[src/rtl/serial_adder_ctrl.sv]
// One-bit full adder cell, time-shared by the serial adder below.
// Latency: purely combinational, zero cycles.
// Backpressure: none; the cell has no handshake.
module Full_Adder (
    input  logic a,
    input  logic b,
    input  logic ci,
    output logic s,
    output logic co
);

    assign s  = a ^ b ^ ci;
    assign co = (a & b) | (ci & (a ^ b));

endmodule

// Bit-serial N-bit adder: one Full_Adder cell, one bit per clock, LSB first.
// Latency: N cycles from the accepted start edge to the done pulse; N+2 per op back-to-back.
// Backpressure: start is only sampled in IDLE; requests during RUN/DONE are dropped, never queued.
module serial_adder_ctrl #(
    parameter int N  = 8,
    parameter int CW = $clog2(N)
) (
    input  logic         clk,
    input  logic         rst,
    input  logic         start,
    input  logic [N-1:0] a,
    input  logic [N-1:0] b,
    input  logic         cin,
    output logic         busy,
    output logic         done,
    output logic [N-1:0] sum,
    output logic         cout,
    output logic         ovf
);

    typedef enum logic [1:0] {
        IDLE = 2'd0,
        RUN  = 2'd1,
        DONE = 2'd2
    } state_t;

    state_t state;
    state_t state_nxt;

    // Operand shifters; bit 0 is the bit being added this cycle.
    logic [N-1:0]  a_sh;
    logic [N-1:0]  b_sh;
    // Partial result. Only N-1 bits are stored: the MSB produced on the
    // last cycle goes straight into sum together with this register.
    logic [N-2:0]  sum_sh;
    logic          c_reg;
    logic          c_msb_in;
    logic [CW-1:0] cnt;

    logic          fa_s;
    logic          fa_co;
    logic [N-1:0]  sum_cat;
    logic          accept;
    logic          msb_minus1;
    logic          last_bit;

    Full_Adder u_fa (
        .a  (a_sh[0]),
        .b  (b_sh[0]),
        .ci (c_reg),
        .s  (fa_s),
        .co (fa_co)
    );

    // The new sum bit enters at the top of the window; the full window is the final result.
    assign sum_cat    = {fa_s, sum_sh};
    assign accept     = (state == IDLE) && start;
    assign msb_minus1 = (state == RUN) && (cnt == CW'(N - 2));
    assign last_bit   = (state == RUN) && (cnt == CW'(N - 1));

    // State register.
    always_ff @(posedge clk or posedge rst) begin
        if (rst) begin
            state <= IDLE;
        end else begin
            state <= state_nxt;
        end
    end

    // Next-state logic: IDLE waits for start, RUN counts N bits, DONE lasts one cycle.
    always_comb begin
        state_nxt = state;
        case (state)
            IDLE:    if (start) state_nxt = RUN;
            RUN:     if (cnt == CW'(N - 1)) state_nxt = DONE;
            DONE:    state_nxt = IDLE;
            default: state_nxt = IDLE;
        endcase
    end

    // Handshake outputs registered from the next state so they line up with the state itself.
    always_ff @(posedge clk or posedge rst) begin
        if (rst) begin
            busy <= 1'b0;
            done <= 1'b0;
        end else begin
            busy <= (state_nxt == RUN) || (state_nxt == DONE);
            done <= (state_nxt == DONE);
        end
    end

    // Datapath: capture operands on accept, then shift one bit through the adder per RUN cycle.
    always_ff @(posedge clk or posedge rst) begin
        if (rst) begin
            a_sh     <= '0;
            b_sh     <= '0;
            sum_sh   <= '0;
            c_reg    <= 1'b0;
            c_msb_in <= 1'b0;
            cnt      <= '0;
        end else if (accept) begin
            a_sh     <= a;
            b_sh     <= b;
            sum_sh   <= '0;
            c_reg    <= cin;
            c_msb_in <= 1'b0;
            cnt      <= '0;
        end else if (state == RUN) begin
            a_sh   <= a_sh >> 1;
            b_sh   <= b_sh >> 1;
            sum_sh <= sum_cat[N-1:1];
            c_reg  <= fa_co;
            cnt    <= cnt + CW'(1);
            if (msb_minus1) begin
                c_msb_in <= fa_co;
            end
        end
    end

    // Result registers: loaded on the MSB cycle and held until the next run completes.
    always_ff @(posedge clk or posedge rst) begin
        if (rst) begin
            sum  <= '0;
            cout <= 1'b0;
            ovf  <= 1'b0;
        end else if (last_bit) begin
            sum  <= sum_cat;
            cout <= fa_co;
            ovf  <= c_msb_in ^ fa_co;
        end
    end

endmodule

[config.mk]
export PLATFORM = sky130hd
export DESIGN_NAME = serial_adder_ctrl
export DESIGN_NICKNAME = d
export VERILOG_FILES = /design/src/rtl/serial_adder_ctrl.sv
export SDC_FILE = /design/constraint.sdc
export NUM_CORES = 1
export LEC_CHECK = 0
export BUFFER_PORTS_ARGS = -buffer_cell sky130_fd_sc_hd__buf_4
export CAP_MARGIN = 20
export CORE_UTILIZATION = 40
export CTS_CLUSTER_SIZE = 30
export DETAILED_ROUTE_END_ITERATION = 10
export GPL_TIMING_DRIVEN = 0
export SETUP_SLACK_MARGIN = 0.15
export SYNTH_ARGS = -nofsm -noshare
export SYNTH_HDL_FRONTEND = slang
export SYNTH_HIERARCHICAL = 1
export SYNTH_SLANG_ARGS = --single-unit
[constraint.sdc]
create_clock -name clk -period 1.7 [get_ports clk]
set_input_delay 0.085 -clock clk [delete_from_list [all_inputs] [get_ports clk]]
set_output_delay 0.085 -clock clk [all_outputs]
set_load 0.01 [all_outputs]
# --- Yosys cells after proc, flatten, opt, wreduce, memory -nomap -nowiden ---
# Cells that the tools add are included.
word_totals:
  reg_bits: 42
  input_bits: 20
  out_inout_bits: 12
  word_cells: 48
classes:
  addsub: 1
  eq_ne: 5
  n_mux: 16
  n_bitwise: 6
  reduce_logical: 8
ops:
  columns: ["cell", "n"]
  rows:
  - ["$mux 8", 4]
  - ["$mux 7", 2]
  - ["$eq 3x3->1 const B", 2]
  - ["$mux 3", 2]
  - ["$mux 1", 5]
  - ["$eq 2x1->1 const B", 2]
  - ["$mux 2", 2]
  - ["$pmux 2 s2", 1]
  - ["$reduce_bool 2->1", 2]
  - ["$add 3x1->3 const B", 1]
  - ["$logic_and 1x1->1", 3]
  - ["$xor 1x1->1", 3]
  - ["$and 1x1->1", 2]
  - ["$eq 2x2->1 const B", 1]
  - ["$logic_not 2->1", 1]
  - ["$reduce_and 2->1", 1]
  - ["$logic_or 1x1->1", 1]
  - ["$or 1x1->1", 1]

# --- Longest topological paths before layout ---
depth:
  depth_word: 6
  mapped_depth: 7
  ltp_nobuf: 6

# --- By module ---
# Netlist, hierarchy kept.
modules_own_cells:
  columns: ["module", "instances", "cells_per_inst", "area_each_um2", "seq_area_each_um2"]
  rows:
  - ["serial_adder_ctrl", 1, 145, 1726.7, 1051.0]
  - ["Full_Adder", 1, 1, 20.0, 0.0]

# --- Worst setup path after synthesis ---
# Ideal clock, no wire load.
synth_timing:
  path_type: "register to register"
  start: "register cnt[0]"
  end: "register busy"
  setup_ps: 113
  t_arrival_ps: 1445
  required_time_ps: 1587
  slack_ps: 142
  path_stages_with_launch: 8
  path_buffers: 1
  period_less_slack_ps: 1558
  path_cell_list: "dfrtp_1 ha_1 ha_1 nand3b_1 buf_2 inv_1 ha_1 inv_1"
synth_between:
  elab_chain_len: 5
  word_cells_on_any_way: 6
  cone_classes: "eq/ne (3); mux (2); reduce/logical (1)"
synth_rtl:
  columns: ["item", "line_no", "text"]
  rows:
  - ["start: declaration", "54", "logic [CW-1:0] cnt;"]
  - ["start signal: assignment", "129", "cnt <= cnt + CW'(1);"]
  - ["$eq 3x3->1 *", "91", "RUN: if (cnt == CW'(N - 1)) state_nxt = DONE;"]
  - ["$mux 2 *", "91", null]
  - ["$pmux 2 s2 *", "89", "case (state)"]
  - ["via state_nxt[1]", "44", "state_t state_nxt;"]
  - ["$eq 2x1->1 or $eq 2x2->1 (tied branches)", "103", "busy <= (state_nxt == RUN) || (state_nxt == DONE);"]
  - ["$logic_or 1x1->1 *", "103", null]
  - ["end signal: assignment", "103", null]
  - ["end: declaration", "30", "output logic busy,"]
# The timed path passes the listed nets; every way through them passes the cells marked *.
# A chain may end at the register's enable or synchronous reset.

# --- Worst setup path after layout ---
layout_timing:
  start: "register cnt[1]"
  end: "register sum[0]"
layout_between:
  elab_chain_len: 2
layout_rtl:
  columns: ["item", "line_no", "text"]
  rows:
  - ["$eq 3x3->1", "75", "assign last_bit = (state == RUN) && (cnt == CW'(N - 1));"]
  - ["$logic_and 1x1->1", "75", null]
  - ["end signal: assignment", "143", "sum <= sum_cat;"]
  - ["end: declaration", "32", "output logic [N-1:0] sum,"]
# No other way between the ends.

==> results.md <==
Worst setup path:
- The highest net fanout along the worst path is 5.
- The signal on the critical path passes through ha_2 -> ha_4 -> nand3b_1 -> buf_6 -> mux2_4.
- In this design, the stage delay of the slowest critical-path cell is between 300 and 400 ps.
- STA classifies the critical path endpoint as a flip-flop.
- STA puts the critical path data required time at 1880 ps.
- The cell with the largest stage delay on the worst path is sky130_fd_sc_hd__dfrtp_1.
- The reg-to-reg critical path startpoint is cnt[1].
- The worst setup path is launched from a flip-flop.
- The worst register-to-register path has a depth of 5.
- The worst setup slack for register-to-register paths is 160 ps.
- The reg-to-reg endpoint is sum[0].
- In this run the worst setup path begins at cnt[1].
- The worst setup path category is flip-flop to flip-flop.
- The data arrival at the endpoint of the critical path is 1720 ps.

Hold path:
- The hold-critical path endpoint is b_sh[7].
- The origin of the worst min-delay path is b[7].
- The number of cells traversed by the worst hold path is 2.
- The kind of path behind the tightest hold check is primary input to flip-flop.

Logic synthesis:
- The fraction of the mapped netlist area in compound gates is a little under a fifth.
- The number of distinct library cells after synthesis is 22.
- Counting every instance in the synthesized netlist gives roughly 150.
- The synthesis warning total is 6.
- The cell area after technology mapping is roughly 1700 sq um.
- The number of nets handed over by synthesis was ~170.
- After Yosys synthesis, full adders, half adders and majority gates account for 4.01% of the synthesized area.
- In this run the mean area of a mapped cell was 12.0 sq um.
- Counting flops with an async set or reset pin after synthesis yields a share of between 90% and 100%.
- Measured against the total synthesized area, the mux share comes to 5.80%.
- The share of the synthesized netlist area taken by xor and xnor gates is 0.501%.
- The portion of the post-synthesis area used by sequential elements is 60.2%.
- After Yosys synthesis, and, or, nand and nor cells account for 6.66% of the synthesized area.
- In the synthesized netlist the dominant register cell turns out to be sky130_fd_sc_hd__dfrtp_1.
- The number of synthesized flops with an enable pin is 0.
- The number of flip-flops and latches in the synthesized netlist is 42.
- By area, the combinational part of the netlist is dominated by compound AO/OA/AOI/OAI gates.

Global route:
- The largest net degree at the start of global routing is 43.
- The sum of overflow across all layers after global routing is 0.
- The via count of the first global-routing pass is ~1200.
- The initial antenna violation count was 0.
- The total routing resource utilization after global routing is between 10% and 20%.
- The global-route wire length before repair is between 5 and 6 mm.

Status:
- The flow ran to the end, and the final reports show no timing, DRC or antenna violations.

Clock network:
- The clock-pin slew of the registers on the worst-case setup and hold paths is about 80 ps.
- The H-tree was split into 2 levels.
- The number of CTS-inserted buffers is 5.
- TritonCTS built the clock tree.
- CTS saw 42 sinks.
- The number of buffers on the longest clock path is 2.
- CTS placed an instance of sky130_fd_sc_hd__clkbuf_8 at the clock tree root.
- The clock latency at the later pin of the worst-skew pair is about 300 ps.

Power and ir drop:
- In this run the static leakage power is around 1.1 nW.
- Power spread over the standard cell area amounts to 1610 nW/um^2.
- VDD sags by at most about 0.65 mV.

Die:
- The chip width is slightly below 70 um.
- The top-level I/O count is 32.
- The die covers between 4000 and 5000 sq um.
- Once the floorplan was initialized, standard cells occupied 42.7% of the core.
- The vertical extent of the die is roughly 68 um.
- The area of the core region is 4090 sq um.
- The initialized floorplan defines 23 standard-cell rows.

STA:
- The routed design could run at a clock period as short as ~1500 ps.
- Timing would allow up to 649 MHz.
- For the final database, setup skew stands at roughly 6.6 ps.
- The number of hold violations in the final report is 0.
- In the post-route analysis, the smallest setup slack over all paths is 159 ps.
- Final hold analysis gives a worst-case slack of 16.0 ps.
- The count of final max-slew check failures is 0.
- Setup violations remaining at the end of the flow were counted as 0.
- The tightest slew margin relative to the limit is 42.6%.
- Adding up every negative setup slack in the final design gives 0 ps.
- After layout, the worst path uses 90.6% of the clock period.
- Setup repair after global routing could not meet its margin everywhere.
- The worst-margin pin slew is 859 ps.

Final layout:
- After filler insertion, the fill cell instance count of the layout stands at roughly 360.
- The largest registers in the layout are a_sh (8), b_sh (8), sum (8).
- At the end of the flow, the number of nets in the layout was 215.
- Compared with the post-synthesis result, the final layout area differs by 29.3%.
- The repair_antennas step left the layout with diodes totalling 0.
- Of the cells placed in the final design, the portion with a size suffix greater than 1 is 35.1%.

Route:
- The count of routing violations after the opening detailed-route iteration is 84.
- For this run, design rule violations remaining after detail routing come to 0.
- The first detailed-routing pass took 4 iterations.
- The routed wire length per instance is 15.1 um.
- Dividing the detail-routed via count by the number of cells gives 5.21.
- The routed design has about 3.6 mm of wire.
- The number of vias in the routed layout is 1255.
- The count of nets left with antenna violations once routing finished came out at 0.

Placement:
- Detailed placement finished with a half-perimeter wire length of 2.46 mm.
- At the placement stage, the worst setup path has a slack of 34.4 ps.
- Buffers placed on the I/O ports in this run total 31.
- The congestion estimate from routability-driven global placement came to 0.710.

Job:
- The tool flagged a number of max-cap violations equal to 0.
==> Yosys cell counts (2+ instances only) <==
cell	number	area share [%]
sky130_fd_sc_hd__a22o_1	10	5.0
sky130_fd_sc_hd__a22oi_1	15	6.4
sky130_fd_sc_hd__buf_2	7	2.0
sky130_fd_sc_hd__dfrtp_1	42	60
sky130_fd_sc_hd__ha_1	4	2.9
sky130_fd_sc_hd__inv_1	6	1.3
sky130_fd_sc_hd__mux2_2	9	5.8
sky130_fd_sc_hd__nand2_1	20	4.3
sky130_fd_sc_hd__nor2b_1	2	0.72
sky130_fd_sc_hd__o21ai_0	19	5.4
==> routing by layer <==
metal | vias to the layer above | routed length [um] | global-route usage (%) | part of all wire, %
met3 | 6 | 145 | 5.00 | 4.0
met5 | - | 0 | 0 | 0
met1 | 612 | 1670 | 22.6 | 46
met2 | 31 | 1780 | 29.7 | 49
met4 | 0 | 53 | 7.03 | 1.5
li1 | 606 | - | - | -
==> how the worst max path moves through the flow <==
| stage | end | slack, ps | cells past startpoint |
|---|---|---|---|
| 3_5_place_dp | busy | 30 | 7 |
| 5_1_grt | sum[0] | 80 | 5 |
| 6_report | sum[0] | 160 | 5 |
| 4_1_cts | sum[0] | 140 | 5 |
| 3_3_place_gp | busy | 60 | 7 |
| 2_1_floorplan | busy | 190 | 7 |
==> layout make-up <==
| type | count | area, sq um | share of cell area [%] |
|---|---|---|---|
| flip-flops and latches | 42 | 1050 | 46.5 |
| well taps | 50 | 62.6 | 2.77 |
| plain buffers | 9 | 52.6 | 2.33 |
| multi-input cells | 89 | 688 | 30.5 |
| clock inverters | 2 | 12.5 | 0.554 |
| clock buffers | 6 | 82.6 | 3.66 |
| inverters | 6 | 25.0 | 1.11 |
| repair buffers | 37 | 284 | 12.6 |
==> logic make-up after synthesis <==
group / count (synthesis)
buf+inv: 15
flops: 42
compound gates: 48
mux: 9
simple gates: 26
xor+xnor: 1
fa+ha+maj: 5
==> critical path: cells and delay by family (launching register included) <==
kind / cells / cell delay (ps)
buffers and inverters: 1 / 180
and+or+nand+nor: 1 / 190
DFF: 1 / 390
adders and majority gates: 2 / 360
muxes: 1 / 300
==> repair_timing <==
action                                 CTS  global route
resized for setup                        6            12
hold buffers                             1             0
endpoints found under the hold margin    8             0
pin swaps                                0             1
cloned                                   1             0
buffers inserted                         3             1
setup endpoints to repair                9            10
==> per-stage QoR <==
step / util, % / std cells / power [mW] / area [sq um]
6_report: 55.3 / 241 / 3.63 / 2260
4_1_cts: 53.9 / 240 / 3.57 / 2200
5_1_grt: 55.3 / 241 / 3.93 / 2260
3_3_place_gp: 50.0 / 227 / 2.74 / 2040
3_5_place_dp: 50.0 / 227 / 2.81 / 2040
2_1_floorplan: - / 146 / 2.36 / 1750
==> power breakdown <==
| group | internal, mW | switching [mW] |
|---|---|---|
| sequential | 1.37 | 0.247 |
| clock | 0.326 | 0.343 |
| combinational | 0.721 | 0.628 |
==> layout by cell type (no fill, tap or decap), types with 2 or more instances in the layout <==
cell and count:
sky130_fd_sc_hd__a22oi_1 15, sky130_fd_sc_hd__buf_6 2, sky130_fd_sc_hd__o21ai_0 19, sky130_fd_sc_hd__buf_4 36
sky130_fd_sc_hd__mux2_4 9, sky130_fd_sc_hd__nor2b_1 2, sky130_fd_sc_hd__nand2_1 20, sky130_fd_sc_hd__buf_2 6
sky130_fd_sc_hd__clkbuf_8 6, sky130_fd_sc_hd__ha_4 2, sky130_fd_sc_hd__dfrtp_1 42, sky130_fd_sc_hd__a22o_1 10
sky130_fd_sc_hd__inv_1 4
Note: power is estimated with default switching activity, not from simulation.
